--- config.mk ---
export PLATFORM = sky130hd
export DESIGN_NAME = adder_share_arbiter
export DESIGN_NICKNAME = d
export VERILOG_FILES = /design/src/rtl/adder_share_arbiter.sv
export SDC_FILE = /design/constraint.sdc
export NUM_CORES = 1
export LEC_CHECK = 0
export CORE_ASPECT_RATIO = 2
export CORE_UTILIZATION = 37
export CTS_BUF_LIST = sky130_fd_sc_hd__clkbuf_4
export CTS_CLUSTER_SIZE = 12
export DETAILED_ROUTE_END_ITERATION = 12
export GPL_ROUTABILITY_DRIVEN = 0
export PLACE_DENSITY = 0.62
export SYNTH_ARGS = -nofsm -noshare
export SYNTH_HDL_FRONTEND = slang
export SYNTH_SLANG_ARGS = --single-unit
--- constraint.sdc ---
create_clock -name clk_i -period 16.9 [get_ports clk_i]
set_clock_uncertainty 0.15 [all_clocks]
set_input_delay 4.225 -clock clk_i [delete_from_list [all_inputs] [get_ports clk_i]]
set_output_delay 4.225 -clock clk_i [all_outputs]
set_load 0.05 [all_outputs]
--- src/rtl/adder_share_arbiter.sv ---
// adder_share_arbiter: round-robin arbiter sharing one registered ripple-carry add/sub datapath
// between two valid/ready requesters, returning tagged results on one channel.
module adder_share_arbiter #(
  parameter int WIDTH = 32,
  parameter int CNT_W = 16
) (
  input  logic             clk_i,
  input  logic             rst_i,
  input  logic             req0_valid_i,
  output logic             req0_ready_o,
  input  logic [WIDTH-1:0] req0_a_i,
  input  logic [WIDTH-1:0] req0_b_i,
  input  logic             req0_sub_i,
  input  logic             req1_valid_i,
  output logic             req1_ready_o,
  input  logic [WIDTH-1:0] req1_a_i,
  input  logic [WIDTH-1:0] req1_b_i,
  input  logic             req1_sub_i,
  output logic             res_valid_o,
  input  logic             res_ready_i,
  output logic             res_id_o,
  output logic [WIDTH-1:0] res_sum_o,
  output logic             res_carry_o,
  output logic             res_ovf_o,
  output logic             busy_o,
  output logic [CNT_W-1:0] op_count_o
);
  typedef enum logic [1:0] {IDLE, EXEC, HOLD} state_t;
  state_t           r_state;
  logic             r_last;
  logic             r_sub;
  logic             r_id;
  logic [WIDTH-1:0] r_a;
  logic [WIDTH-1:0] r_b;
  logic             w_g0;
  logic             w_g1;
  logic [WIDTH-1:0] w_b;
  logic [WIDTH-1:0] w_sum;
  logic [WIDTH:0]   w_c;
  // On contention the requester that was not served last wins.
  assign w_g0 = req0_valid_i && (!req1_valid_i || r_last);
  assign w_g1 = req1_valid_i && (!req0_valid_i || !r_last);
  assign req0_ready_o = !rst_i && r_state == IDLE && w_g0;
  assign req1_ready_o = !rst_i && r_state == IDLE && w_g1;
  assign busy_o = r_state != IDLE;
  assign w_b = r_sub ? ~r_b : r_b;
  assign w_c[0] = r_sub;
  for (genvar i = 0; i < WIDTH; i++) begin : g_rca
    assign w_sum[i]   = r_a[i] ^ w_b[i] ^ w_c[i];
    assign w_c[i+1]   = (r_a[i] & w_b[i]) | (w_c[i] & (r_a[i] ^ w_b[i]));
  end
  always_ff @(posedge clk_i or posedge rst_i) begin
    if (rst_i) begin
      r_state     <= IDLE;
      r_last      <= 1'b1;
      r_sub       <= 1'b0;
      r_id        <= 1'b0;
      r_a         <= '0;
      r_b         <= '0;
      res_valid_o <= 1'b0;
      res_id_o    <= 1'b0;
      res_sum_o   <= '0;
      res_carry_o <= 1'b0;
      res_ovf_o   <= 1'b0;
      op_count_o  <= '0;
    end else begin
      case (r_state)
        IDLE: if (w_g0 || w_g1) begin
          r_a     <= w_g1 ? req1_a_i : req0_a_i;
          r_b     <= w_g1 ? req1_b_i : req0_b_i;
          r_sub   <= w_g1 ? req1_sub_i : req0_sub_i;
          r_id    <= w_g1;
          r_last  <= w_g1;
          r_state <= EXEC;
        end
        EXEC: begin
          res_sum_o   <= w_sum;
          res_carry_o <= w_c[WIDTH];
          res_ovf_o   <= (r_a[WIDTH-1] == w_b[WIDTH-1]) && (w_sum[WIDTH-1] != r_a[WIDTH-1]);
          res_id_o    <= r_id;
          res_valid_o <= 1'b1;
          r_state     <= HOLD;
        end
        HOLD: if (res_ready_i) begin
          res_valid_o <= 1'b0;
          op_count_o  <= op_count_o + CNT_W'(1);
          r_state     <= IDLE;
        end
        default: r_state <= IDLE;
      endcase
    end
  end
endmodule

# Word-level counts from Yosys, hierarchy flattened
# Cells that the tools add are included.
[classes]
n_bitwise = 161
multipliers = 0
magnitude_cmp = 0
n_eq_ne = 6
n_reduce_logical = 20
mux = 9
n_shift = 0
n_addsub = 1
div = 0
[op_table]
columns = ["op", "count"]
rows = [
  ["two-way mux 32 bit", 3],
  ["bitwise AND 1 bit", 64],
  ["XOR 1 bit", 64],
  ["inverter 32 bit", 1],
  ["bitwise OR 1 bit", 32],
  ["adder 16 x 1 -> 16 bit, second input constant", 1],
  ["AND reduction 2 bit", 4],
  ["logical AND 1 bit", 6],
  ["case mux 2 bit (3 select lines)", 1],
  ["zero test 1 bit", 4],
  ["two-way mux 2 bit", 2],
  ["nonzero test 2 bit", 2],
  ["logical OR 1 bit", 3],
  ["== test 2 x 1 -> 1 bit, second input constant", 1],
  ["== test 2 bit, second input constant", 1],
  ["zero test 2 bit", 1],
  ["two-way mux 1 bit", 2],
  ["inequality test 2 x 1 -> 1 bit, second input constant", 1],
  ["inequality test 2 bit, second input constant", 1],
  ["case mux 1 bit (2 select lines)", 1],
  ["== test 1 bit", 1],
  ["inequality test 1 bit", 1],
]
[totals]
mem_count = 0
wordCells = 209
in_bits = 135
romBits = 0
ramBits = 0
output_inout_bits = 55
latchBits = 0
ff_bits = 121

# Logic depth before layout (Yosys ltp)
[logic_depth]
depth_word = 68
depth_mapped = 39
depth_no_buf = 37

# Worst setup path before layout
# Ideal clock, no wire load.
[synth_timing]
path_type = "register to register"
from = "register r_sub"
to = "register res_ovf_o"
synth_period_minus_slack_ns = 13.183
setup_ns = 0.095
slack_ns = 3.717
t_arrival_ns = 12.937
required_time_ns = 16.655
n_path_buf = 2
path_stages_with_launch = 40
path_cell_list = "dfrtp_1 clkbuf_1 buf_2 xnor2_1 fa_1 fa_1 fa_1 fa_1 fa_1 fa_1 fa_1 fa_1 fa_1 fa_1 fa_1 fa_1 inv_1 fa_1 [4 not listed] fa_1 fa_1 fa_1 fa_1 fa_1 fa_1 fa_1 fa_1 fa_1 fa_1 fa_1 fa_1 fa_1 fa_1 inv_1 fa_1 xnor2_1 o31ai_1"
[synth_via]
elab_chain_cells = 67
word_cells_on_any_way = 130
cone_classes = "eq/ne (2); mux (1); bitwise (126); reduce/logical (1)"
[synth_rtl]
columns = ["item", "line", "text"]
rows = [
  ["start, declared", "31", "logic r_sub;"],
  ["start signal, assigned", "71", "r_sub <= w_g1 ? req1_sub_i : req0_sub_i;"],
  ["two-way mux 32 bit", "46", "assign w_b = r_sub ? ~r_b : r_b;"],
  ["XOR 1 bit", "50", "assign w_c[i+1] = (r_a[i] & w_b[i]) | (w_c[i] & (r_a[i] ^ w_b[i]));"],
  ["bitwise AND 1 bit", "50", ""],
  ["bitwise OR 1 bit", "50", ""],
  ["bitwise AND 1 bit", "50", ""],
  ["bitwise OR 1 bit", "50", ""],
  ["bitwise AND 1 bit", "50", ""],
  ["bitwise OR 1 bit", "50", ""],
  ["[52 not listed]", "n/a", ""],
  ["bitwise AND 1 bit", "50", ""],
  ["bitwise OR 1 bit", "50", ""],
  ["bitwise AND 1 bit", "50", ""],
  ["bitwise OR 1 bit", "50", ""],
  ["XOR 1 bit *", "49", "assign w_sum[i] = r_a[i] ^ w_b[i] ^ w_c[i];"],
  ["named net w_sum[31]", "38", "logic [WIDTH-1:0] w_sum;"],
  ["inequality test 1 bit *", "79", "res_ovf_o <= (r_a[WIDTH-1] == w_b[WIDTH-1]) && (w_sum[WIDTH-1] != r_a[WIDTH-1]);"],
  ["logical AND 1 bit *", "79", ""],
  ["end signal, assigned", "79", ""],
  ["end, declared", "24", "output logic res_ovf_o,"],
]
# Mark *: on every way through the listed nets, which the timed path passes. The rest lies on a longest branch.
# A chain may end at the register's enable or synchronous reset.

# Final worst setup path
# Ends and elaborated chain as after synthesis.

==> flow_metrics.env <==
export IMPL_crit_path_max_incr_delay_ps=450
export IMPL_track_usage=0.185
export IMPL_min_period_ps=13540
export IMPL_ctsHoldBuffers=0
export IMPL_synth_edf_count=0
export IMPL_post_place_cells=941
export IMPL_yosys_area_top_type="dfrtp_1"
export IMPL_critPathRequiredTime_ps=17160
export IMPL_worst_pin_slew_ps=986
export IMPL_dp_final_hpwl_um=11500
export IMPL_drive_above_1_share=0.0600
export IMPL_syn_inst=577
export IMPL_yosysSeqAreaShare=0.488
export IMPL_crit_type="flop to flop"
export IMPL_worst_slack_ps=3360
export IMPL_cp_data_arrival_time_ps=13790
export IMPL_fin_util=0.517
export IMPL_cts_buffer_depth=2
export IMPL_leakage_nw=3.65
export IMPL_grt_max_degree=76
export IMPL_r2r_start="r_sub"
export IMPL_async_flop_share=1.00
export IMPL_clkTransAtPathRegs_ps=110
export IMPL_drc=0
export IMPL_cts_inserted_buffers=17
export IMPL_ys_flop_type="dfrtp_1"
export IMPL_rsz0062_at_grt="no"
export IMPL_viasPerCell=4.76
export IMPL_critPathBufInv=4
export IMPL_rows=66
export IMPL_insertion_delay_ps=510
export IMPL_syn_avg_cell_area_um2=10.7
export IMPL_hold_viol=0
export IMPL_synth_nets=745
export IMPL_tns_ps=0
export IMPL_hp_class="flop to flop"
export IMPL_netlist_cell_type_count=32
export IMPL_status="finished clean"
export IMPL_nets=924
export IMPL_first_pass_iters=4
export IMPL_h_tree_depth=4
export IMPL_netlist_area_leader_share=0.484
export IMPL_grt_pass1_wl_um=24000
export IMPL_vias=4626
export IMPL_r2r_end="res_ovf_o"
export IMPL_postCtsSetupBuffers=0
export IMPL_drt_wl_total_um=15000
export IMPL_fill_cells=1527
export IMPL_setup_violations=0
export IMPL_ir_drop_v=0.000156
export IMPL_ys_ff_latch=121
export IMPL_maxCapViolCount=0
export IMPL_die_h_um=185
export IMPL_ant_nets=0
export IMPL_cp_depth=37
export IMPL_syn2layout_area_growth_pct=36.3
export IMPL_start_kind="flop"
export IMPL_power_mw=1.65
export IMPL_netlist_area_um2=6200
export IMPL_power_density_nw_per_um2=195
export IMPL_grt_pass1_vias=4924
export IMPL_critPathMaxFanout=31
export IMPL_grt_ovfl_total=0
export IMPL_dieArea_um2=17300
export IMPL_ctsResizeCount=0
export IMPL_period_share=0.801
export IMPL_drt_iter0_drc=141
export IMPL_layout_cells_non_filler=972
export IMPL_cts_sinks=121
export IMPL_antenna_found_initial=1
export IMPL_cts_tree="yes"
export IMPL_hold_start="op_count_o[15]"
export IMPL_cp_slowest_cell="fa_1"
export IMPL_clock_root_buffer="clkbuf_4"
export IMPL_max_slew_margin=0.341
export IMPL_critical_path_top_delay_family="adder cells"
export IMPL_wl_per_cell_um=15.4
export IMPL_pre_cts_ws_ps=3320
export IMPL_fmax_ghz=0.0739
export IMPL_die_w_um=93.5
export IMPL_setup_worst_path_end="res_ovf_o"
export IMPL_final_max_slew_viol_count=0
export IMPL_synthTopCellsByArea="dfrtp_1 48%, mux2i_1 11%, fa_1 10%, xnor2_1 5.9%, a21oi_1 5.3%"
export IMPL_r2r_setup_slack_ps=3360
export IMPL_portBuffers=189
export IMPL_startpoint="r_sub"
export IMPL_pin_count=190
export IMPL_synth_warnings=0
export IMPL_start_util=0.379
export IMPL_worst_setup_path_end_kind="flop"
export IMPL_path_common_cell="fa_1"
export IMPL_coreArea_um2=16400
export IMPL_rr_worst_depth=37
synthesized netlist by cell type (2+ instances only):
cell / n
and4_1: 2
clkbuf_1: 7
nor3_1: 2
mux2i_1: 66
xor2_1: 6
buf_4: 6
nand3_1: 7
and3_1: 2
inv_1: 38
nor2_1: 69
mux2_2: 4
xnor2_1: 42
nand2_1: 39
a21oi_1: 66
dfrtp_1: 120
o21ai_0: 34
fa_1: 31
buf_2: 21
ha_1: 2
flip-flops by register name, indices dropped and copies added, names as in the netlist, 2 cells and up:
signal,cells
res_sum_o,32
op_count_o,16
r_state,2
r_a,32
r_b,32
logic make-up after synthesis:
family / count (synthesis) / synth area share
buffers and inverters: 72 / 0.0515
XOR/XNOR: 48 / 0.0678
AO/OA/AOI/OAI: 104 / 0.0856
multiplexers: 70 / 0.114
flip-flops: 121 / 0.488
adder cells (fa/ha/maj): 33 / 0.104
AND/OR/NAND/NOR: 129 / 0.0888
layer usage:
metal	wire length, um	vias up	share of wire	GRT usage
met2	9070	121	0.60	0.375
met3	564	15	0.038	0.0394
met5	0	-	0	0
met1	5110	2232	0.34	0.177
met4	259	0	0.017	0.0640
li1	-	2258	-	-
worst min path at each step:
stage                     cells after the start  slack (ps)        endpoint
after floorplan                               2         340         r_a[10]
after global placement                        2         310   res_sum_o[26]
after detailed placement                      1         320  op_count_o[15]
after CTS                                     1         340  op_count_o[15]
after global routing                          2         370   res_sum_o[20]
final                                         1         330  op_count_o[15]
through the flow:
stage               hold slack, ps  area, um2
global route                   369       8450
global placement               313       8230
CTS                            338       8450
detailed placement             318       8230
finish                         330       8450
floorplan                      345       6200
cell type report:
cell class | instances | area [um2] | area share
clock inverter | 12 | 86.3 | 0.0102
multi-input combinational | 384 | 2870 | 0.339
inverter | 38 | 145 | 0.0172
tap | 204 | 255 | 0.0302
timing repair buffer | 194 | 1930 | 0.228
sequential | 121 | 3030 | 0.358
clock buffer | 18 | 135 | 0.0160
antenna | 1 | 2.50 | 0.000296
power by group:
part	internal (mW)	total, mW	switching [mW]
Combinational	0.388	0.961	0.573
Sequential	0.425	0.512	0.0874
Clock	0.0697	0.171	0.102
layout by cell type, fill, tap and decap left out:
| master | n |
|---|---|
| diode_2 | 1 |
| nor2_2 | 1 |
| clkinv_2 | 6 |
| or4_4 | 1 |
| nor2_1 | 69 |
| clkinvlp_4 | 2 |
| nand3_1 | 7 |
| nand4_1 | 1 |
| nor4_1 | 1 |
| xor2_1 | 6 |
| o21a_4 | 1 |
| clkbuf_4 | 18 |
| ha_1 | 2 |
| nor3_1 | 2 |
| nand2b_2 | 1 |
| and3_1 | 2 |
| dfstp_2 | 1 |
| mux2_2 | 4 |
| a21oi_4 | 1 |
| a31oi_1 | 1 |
| or2_2 | 1 |
| a21oi_1 | 66 |
| o31ai_1 | 1 |
| buf_4 | 5 |
| nand3b_4 | 1 |
| inv_1 | 37 |
| dfrtp_1 | 119 |
| fa_1 | 31 |
| clkdlybuf4s50_1 | 189 |
| dfrtp_2 | 1 |
| or2b_1 | 1 |
| clkinv_1 | 3 |
| mux2i_1 | 66 |
| bufinv_16 | 1 |
| xnor2_1 | 42 |
| nand2_1 | 39 |
| o21ai_0 | 34 |
| inv_4 | 1 |
| and4_1 | 2 |
worst reg2reg max path, delay by kind of cell (launching register included):
kind | cells | cell delay (ps)
adder cells (fa/ha/maj) | 30 | 11740
buffers and inverters | 4 | 640
flip-flops | 1 | 400
XOR/XNOR | 2 | 330
AO/OA/AOI/OAI | 1 | 200
Power figures use the tool's default switching activity.
